## src/rtl/conv_layer_sequencer_pkg.sv

```systemverilog
// Shared types and per-layer constant tables for the conv layer sequencer.
// Table index is the layer number; entries are plain unsigned counts/sizes.
package conv_layer_sequencer_pkg;

    typedef enum logic [2:0] {
        IDLE,
        ISSUE,
        WAIT,
        ADVANCE,
        FINISH
    } seq_state_t;

    localparam int MAX_LAYERS = 2;
    localparam int SEL_W      = (MAX_LAYERS > 1) ? $clog2(MAX_LAYERS) : 1;
    localparam int CNT_W      = 8;
    localparam int TBL_W      = 16;

    localparam logic [TBL_W-1:0] IN_MAPS  [MAX_LAYERS] = '{16'd1,   16'd4};
    localparam logic [TBL_W-1:0] OUT_MAPS [MAX_LAYERS] = '{16'd4,   16'd2};
    localparam logic [TBL_W-1:0] IN_SIZE  [MAX_LAYERS] = '{16'd576, 16'd400};
    localparam logic [TBL_W-1:0] OUT_SIZE [MAX_LAYERS] = '{16'd400, 16'd256};

endpackage

```

## src/rtl/conv_loop_counter.sv

```systemverilog
// Nested in/out/layer loop counters plus the map base-address multiply.
// in_idx is the innermost loop; every counter wraps to 0 after its last value.
module conv_loop_counter
    import conv_layer_sequencer_pkg::*;
#(
    parameter int ADDR_WIDTH = 10,
    parameter int NUM_LAYERS = 2,
    parameter int MUL_W      = 24
) (
    input  logic                  clock,
    input  logic                  reset,
    input  logic                  clear,
    input  logic                  step,
    output logic [CNT_W-1:0]      layer,
    output logic                  first_in,
    output logic                  last_in,
    output logic                  last_pass,
    output logic [ADDR_WIDTH-1:0] in_addr,
    output logic [ADDR_WIDTH-1:0] out_addr
);

    logic [CNT_W-1:0] in_idx;
    logic [CNT_W-1:0] out_idx;
    logic [SEL_W-1:0] sel;
    logic             last_out;
    logic             last_layer;

    assign sel        = layer[SEL_W-1:0];
    assign first_in   = (in_idx == '0);
    assign last_in    = (TBL_W'(in_idx) == IN_MAPS[sel] - 16'd1);
    assign last_out   = (TBL_W'(out_idx) == OUT_MAPS[sel] - 16'd1);
    assign last_layer = (layer == CNT_W'(NUM_LAYERS - 1));
    assign last_pass  = last_in & last_out & last_layer;

    // Base addresses: index times map size, truncated to the address width
    assign in_addr  = ADDR_WIDTH'(MUL_W'(in_idx) * MUL_W'(IN_SIZE[sel]));
    assign out_addr = ADDR_WIDTH'(MUL_W'(out_idx) * MUL_W'(OUT_SIZE[sel]));

    // Step the loop nest one combination, or clear it on abort
    always_ff @(posedge clock or negedge reset) begin
        if (!reset) begin
            in_idx  <= '0;
            out_idx <= '0;
            layer   <= '0;
        end else if (clear) begin
            in_idx  <= '0;
            out_idx <= '0;
            layer   <= '0;
        end else if (step) begin
            if (!last_in) begin
                in_idx <= in_idx + 1'b1;
            end else begin
                in_idx <= '0;
                if (!last_out) begin
                    out_idx <= out_idx + 1'b1;
                end else begin
                    out_idx <= '0;
                    layer   <= last_layer ? '0 : layer + 1'b1;
                end
            end
        end
    end

endmodule

```

## src/rtl/conv_layer_sequencer.sv

```systemverilog
// Conv layer sequencer: issues one conv engine pass per layer/out/in
// combination, waits for each to finish, and pulses done after the last.
module conv_layer_sequencer
    import conv_layer_sequencer_pkg::*;
#(
    parameter int DATA_WIDTH            = 16,
    parameter int IN_FEATURE_ADDR_WIDTH = 10,
    parameter int NUM_LAYERS            = 2
) (
    input  logic                             clock,
    input  logic                             reset,
    input  logic                             enable,
    input  logic                             conv_done,
    output logic                             conv_start,
    output logic [IN_FEATURE_ADDR_WIDTH-1:0] conv_in_addr,
    output logic [IN_FEATURE_ADDR_WIDTH-1:0] conv_out_addr,
    output logic                             bank_sel,
    output logic                             acc_clear,
    output logic                             acc_write,
    output logic [7:0]                       layer_idx,
    output logic                             busy,
    output logic                             done
);

    seq_state_t       state;
    logic             armed;
    logic             running;
    logic             abort;
    logic             step;
    logic [CNT_W-1:0] layer;
    logic             first_in;
    logic             last_in;
    logic             last_pass;

    assign running = (state == ISSUE) || (state == WAIT) ||
                     (state == ADVANCE);
    assign abort   = running && !enable;
    assign step    = (state == ADVANCE) && enable;

    // The multiply runs in the datapath width widened by the counter width
    conv_loop_counter #(
        .ADDR_WIDTH (IN_FEATURE_ADDR_WIDTH),
        .NUM_LAYERS (NUM_LAYERS),
        .MUL_W      (DATA_WIDTH + CNT_W)
    ) u_loops (
        .clock     (clock),
        .reset     (reset),
        .clear     (abort),
        .step      (step),
        .layer     (layer),
        .first_in  (first_in),
        .last_in   (last_in),
        .last_pass (last_pass),
        .in_addr   (conv_in_addr),
        .out_addr  (conv_out_addr)
    );

    // Flags are only meaningful alongside the start pulse
    assign acc_clear = conv_start & first_in;
    assign acc_write = conv_start & last_in;
    assign layer_idx = layer;
    assign bank_sel  = layer[0];

    // Sequencer FSM with registered start/done/busy
    always_ff @(posedge clock or negedge reset) begin
        if (!reset) begin
            state      <= IDLE;
            armed      <= 1'b1;
            conv_start <= 1'b0;
            done       <= 1'b0;
            busy       <= 1'b0;
        end else begin
            conv_start <= 1'b0;
            done       <= 1'b0;
            if (!enable) begin
                armed <= 1'b1;
            end
            unique case (state)
                IDLE: begin
                    if (enable && armed) begin
                        state      <= ISSUE;
                        conv_start <= 1'b1;
                        busy       <= 1'b1;
                    end
                end
                ISSUE: begin
                    if (!enable) begin
                        state <= IDLE;
                        busy  <= 1'b0;
                    end else begin
                        state <= WAIT;
                    end
                end
                WAIT: begin
                    if (!enable) begin
                        state <= IDLE;
                        busy  <= 1'b0;
                    end else if (conv_done) begin
                        state <= ADVANCE;
                    end
                end
                ADVANCE: begin
                    if (!enable) begin
                        state <= IDLE;
                        busy  <= 1'b0;
                    end else if (last_pass) begin
                        state <= FINISH;
                        done  <= 1'b1;
                    end else begin
                        state      <= ISSUE;
                        conv_start <= 1'b1;
                    end
                end
                FINISH: begin
                    state <= IDLE;
                    busy  <= 1'b0;
                    armed <= !enable;
                end
                default: begin
                    state <= IDLE;
                    busy  <= 1'b0;
                end
            endcase
        end
    end

endmodule

```

## config.mk

```make
export PLATFORM = sky130hd
export DESIGN_NAME = conv_layer_sequencer
export DESIGN_NICKNAME = d
export VERILOG_FILES = /design/src/rtl/conv_layer_sequencer_pkg.sv /design/src/rtl/conv_loop_counter.sv /design/src/rtl/conv_layer_sequencer.sv
export SDC_FILE = /design/constraint.sdc
export NUM_CORES = 1
export LEC_CHECK = 0
export ABC_AREA = 0
export BUFFER_PORTS_ARGS = -buffer_cell sky130_fd_sc_hd__buf_2
export CORE_ASPECT_RATIO = 1.2
export CORE_UTILIZATION = 35
export CTS_BUF_LIST = sky130_fd_sc_hd__clkbuf_8
export DETAILED_ROUTE_END_ITERATION = 10
export SLEW_MARGIN = 20
export SYNTH_ARGS = -nofsm -noshare
export SYNTH_HDL_FRONTEND = slang
export SYNTH_SLANG_ARGS = --single-unit
```

## constraint.sdc

```tcl
create_clock -name clock -period 4.15 [get_ports clock]
set_input_delay 0.2075 -clock clock [delete_from_list [all_inputs] [get_ports clock]]
set_output_delay 0.2075 -clock clock [all_outputs]
set_load 0.1 [all_outputs]
```

Yosys cells after proc, flatten, opt, wreduce, memory -nomap -nowiden
Cells that the tools add are included.
Operators by class
  multipliers: 2
  $lt $le $gt $ge: 1
  $add $sub $neg: 5
  bitwise gates (word level): 5
  equality and inequality tests: 11
  muxes and demuxes: 43
  reductions and logical operators: 16
Operators with widths (number)
  2-to-1 mux 16 bit: 8
  2-to-1 mux 8 bit: 13
  == test 8 x 16 -> 1 bit: 2
  multiplier 8 x 16 -> 10 bit: 2
  subtractor 16 x 1 -> 16 bit (second input constant): 2
  adder 8 x 1 -> 8 bit (second input constant): 3
  2-to-1 mux 3 bit: 7
  case mux 3 bit (4 select lines): 1
  2-to-1 mux 1 bit: 10
  2-to-1 mux 10 bit: 1
  == test 8 x 1 -> 1 bit (second input constant): 1
  zero test 8 bit: 1
  == test 3 x 2 -> 1 bit (second input constant): 2
  AND reduction 2 bit: 3
  nonzero test 2 bit: 3
  AND 1 bit: 4
  inequality test 2 bit (second input constant): 2
  case mux 1 bit (2 select lines): 2
  == test 3 x 1 -> 1 bit (second input constant): 1
  == test 3 bit (second input constant): 1
  logical AND 1 bit: 3
  zero test 3 bit: 1
  inequality test 3 bit (second input constant): 1
  AND reduction 3 bit: 1
  other kinds (7): 8
Word-level totals
  bits in registers: 31
  logic and storage cells: 91
  input bits: 4

Logic depth before layout (Yosys ltp)
  depth after elaboration: 11
  depth in mapped cells: 10

Hierarchy
From an unflattened synthesis, not the netlist that was laid out.
Second synthesis, totals
  cells, all modules: 240
  area total of the unflattened synthesis: 2217.1 um2
Modules (own cells, without submodules)
  conv_loop_counter: cells each 209, area an instance 1896.8 um2, times used 1
  conv_layer_sequencer: cells each 31, area an instance 320.3 um2, times used 1

Worst setup path after synthesis
Ideal clock, no wire load.
  path kind: register -> output
  start: register u_loops.layer[0]
  end: output conv_in_addr[9]
  arrival: 5.435 ns
  slack: -1.493 ns
  stages on the path, launching flop included: 10
  path through: dfrtp_1 ha_1 ha_1 ha_1 fa_1 ha_1 xor2_1 xnor2_1 xnor2_1 xnor2_1
On the way
  cells in the longest elaborated chain, start to end: 5
Ends and longest elaborated chain
  start: declaration: line conv_loop_counter.sv:14  | output logic [CNT_W-1:0] layer,
  start signal: assignment: line conv_loop_counter.sv:58  | layer <= last_layer ? '0 : layer + 1'b1;
  inverter 1 -> 2 bit (implied by the code): line conv_loop_counter.sv:36  | assign in_addr = ADDR_WIDTH'(MUL_W'(in_idx) * MUL_W'(IN_SIZE[sel]));
  2-to-1 mux 10 bit (implied by the code): line conv_loop_counter.sv:36
  2-to-1 mux 16 bit (implied by the code) (2 in series): line conv_loop_counter.sv:36
  multiplier 8 x 16 -> 10 bit: line conv_loop_counter.sv:36
  end: declaration: line conv_layer_sequencer.sv:15  | output logic [IN_FEATURE_ADDR_WIDTH-1:0] conv_in_addr,
No other way between the ends. The select of a mux whose other input is x is not followed.

Worst setup path after layout
Same ends and word-level chain as after synthesis.

==> results.yml <==
status:
  outcome: "finished clean"
drt:
  vias: 1849
  ant_nets: 0
  drtIter0Drc: 75
  viasPerCell: 5.283
  drtPass1Iterations: 4
  wl_per_cell_um: 14.17
  drc: 0
  wl_mm: 4.960
worst_hold_path:
  hold_path.class: "input port to flip-flop"
placement:
  place_inst: 341
  hpwlAfterDp_mm: 3.557
  gp_congestion: 0.8000
  dp_slack_ns: 0.5114
  port-buffer-count: 29
  place_area_um2: 2455
pwr:
  leakage_nw: 1.219
  p_per_area_nw_per_um2: 518.1
  peakVddDrop_mv: 0.3773
logic_synthesis:
  syn_inst: 242
  yosysTopAreaCell: "dfrtp_1"
  ys_types: 50
  synthArstFlopShare_pct: 100.0
  synth_common_cells: "dfrtp_1 (30), nand2_1 (21), ha_1 (19)"
  avgSynthCellArea_um2: 9.317
  ys.flop_type: "dfrtp_1"
  netlist_top_cells_area: "dfrtp_1 (33%), ha_1 (11%), xnor2_1 (4.7%)"
  synth_area_um2: 2255
  yosys_warnings: 0
  synth_top_area_share_pct: 33.30
  synth.most_common_cell: "dfrtp_1"
  synth-edff-count: 0
  synth-seq-area-share_pct: 34.46
  ys_ff_latch: 31
clocking:
  cts_sinks: 31
  clock_path_buffers: 2
  cts_tree: "yes"
  htree_num_levels: 2
  clk_latency_ns: 0.29
  cts_root_buffer: "clkbuf_8"
  numCtsBuffers: 5
  clk_pin_slew_worst_paths_ns: 0.06
global_routing:
  grt_pass1_vias: 1788
  grt_max_degree: 32
  grt_use_total_pct: 16.20
  grt-ovfl-total: 0
  antenna_found_initial: 0
  grt_pass1_wl_mm: 8.438
worst_setup_path:
  worstPathArrival_ns: 3.69
  worstSetupPathType: "flip-flop to output port"
  critPathMaxFanout: 21
  worstPathRequired_ns: 3.94
  start_kind: "flip-flop"
  crit_path_end_kind: "output port"
sta:
  max_freq_ghz: 0.2563
  fin_tns_setup_ns: 0
  period_share_pct: 94.01
  skew_ns: 0.005233
  drv_slew: 0
  setup_viol: 0
  report.final.hold_viol_count: 0
  fin_ws_ns: 0.2485
  finalCriticalPeriod_ns: 3.902
  rsz0062_at_grt: "false"
  tightestPinTransition_ns: 0.7108
  slew_headroom_pct: 52.61
floorplan:
  die_width_um: 75.27
  die_h_um: 89.92
  die-area_um2: 6768
  rows: 31
  initial_utilization_pct: 36.79
  core_region_area_um2: 6128
  boundaryPins: 38
finish:
  final_area_um2: 2565
  drive_above_1_share_pct: 19.40
  finalNetCount: 291
  finalNonFillerCells: 350
  area_growth_pct: 13.76
  fillers: 628
  antenna_cells: 0
flow_run:
  cap_viol_max_count: 0
-- state kept, by name, summed over array words and instances, names as in the netlist --
name,cells
u_loops.in_idx,8
u_loops.layer,8
u_loops.out_idx,8
state,3
armed,1
busy,1
conv_start,1
done,1
-- layout make-up --
cell class,instances,area (µm²),area share (%)
clock buffers,7,96.34,3.756
clock inverters,1,3.754,0.1463
inverters,8,30.03,1.171
multi-input cells,191,1399,54.54
flip-flops and latches,31,778.2,30.34
well taps,82,102.6,4.000
repair buffers,30,155.1,6.049
-- layer usage --
| layer | share of wire (%) | GRT usage [%] |
|---|---|---|
| met3 | 4.1 | 2.803 |
| met1 | 46 | 21.36 |
| met4 | 2.3 | 6.944 |
| met2 | 47 | 25.68 |
| met5 | 0 | 0 |
-- final timing paths --
path | startpoint | to | slack, ns | cells past startpoint
min in group asynchronous | reset | u_loops.in_idx[5] | 0.51 | 2
max in group asynchronous | reset | u_loops.layer[0] | 3.14 | 2
max | u_loops.layer[0] | conv_in_addr[9] | 0.25 | 10
min | enable | armed | 0.19 | 2
min reg2reg | armed | armed | 0.49 | 2
max reg2reg | u_loops.layer[0] | u_loops.layer[1] | 1.53 | 6
-- cell families after synthesis --
logic type / count (synthesis) / synth area share [%]
simple gates: 89 / 23.59
compound gates: 48 / 13.49
flops: 31 / 34.46
buf+inv: 27 / 6.160
fa+ha+maj: 21 / 11.88
xor+xnor: 16 / 6.215
mux: 9 / 4.051
other cells: 1 / 0.1663
-- placed cells by master (no fill, tap or decap), types with 2 or more instances in the layout --
cell type  synthesis  layout
o41ai_1            2       2
nor2b_1            4       3
xnor2_1           12      10
and2_1             3       3
o311ai_1           2       2
ha_2               0       2
o31ai_1            7       7
xor2_1             4       4
or2_2              3       3
dfrtp_1           30      29
nand2_1           21      21
ha_1              19      17
or4_1              7       7
mux2i_1            8       8
o21ai_0            9       9
nand4_1            2       2
a211oi_1           2       2
nor3_1             5       5
and3_1            10      10
inv_1              8       9
nand3_1           10      10
clkbuf_8           0       7
a211o_1            2       2
conb_1             1       8
nor2_1            11      11
buf_2              3      29
a21oi_1           17      17
nand4b_1           2       2
-- timing repair --
action / CTS / global route
resized for setup: 0 / 0
hold endpoints to repair: 5 / 0
setup buffers: 0 / 0
hold buffers: 1 / 0
-- per-stage QoR --
stage / hold WS, ns / utilization [%] / power, mW
2_1_floorplan: -0.08809 / - / 0.9870
3_3_place_gp: 0.3197 / 40.06 / 1.069
3_5_place_dp: 0.3166 / 40.06 / 1.071
4_1_cts: 0.1717 / 41.85 / 1.344
5_1_grt: 0.2145 / 41.85 / 1.410
6_report: 0.1895 / 41.85 / 1.329
-- critical path, cell delays in order (launching register included) --
cell	delay, ns
dfrtp_2	0.61
ha_2	0.28
ha_1	0.24
ha_1	0.30
fa_1	0.55
ha_1	0.16
xor2_1	0.18
xnor2_1	0.11
xnor2_1	0.39
xnor2_4	0.16
buf_2	0.43
-- power by group --
part | switching [mW] | internal (mW) | leakage, nW
clock network | 0.115 | 0.149 | 0.0557
registers | 0.0554 | 0.333 | 0.421
logic | 0.540 | 0.136 | 0.743
total | 0.711 | 0.618 | 1.22
No activity file was read; power rests on OpenSTA's default activity.
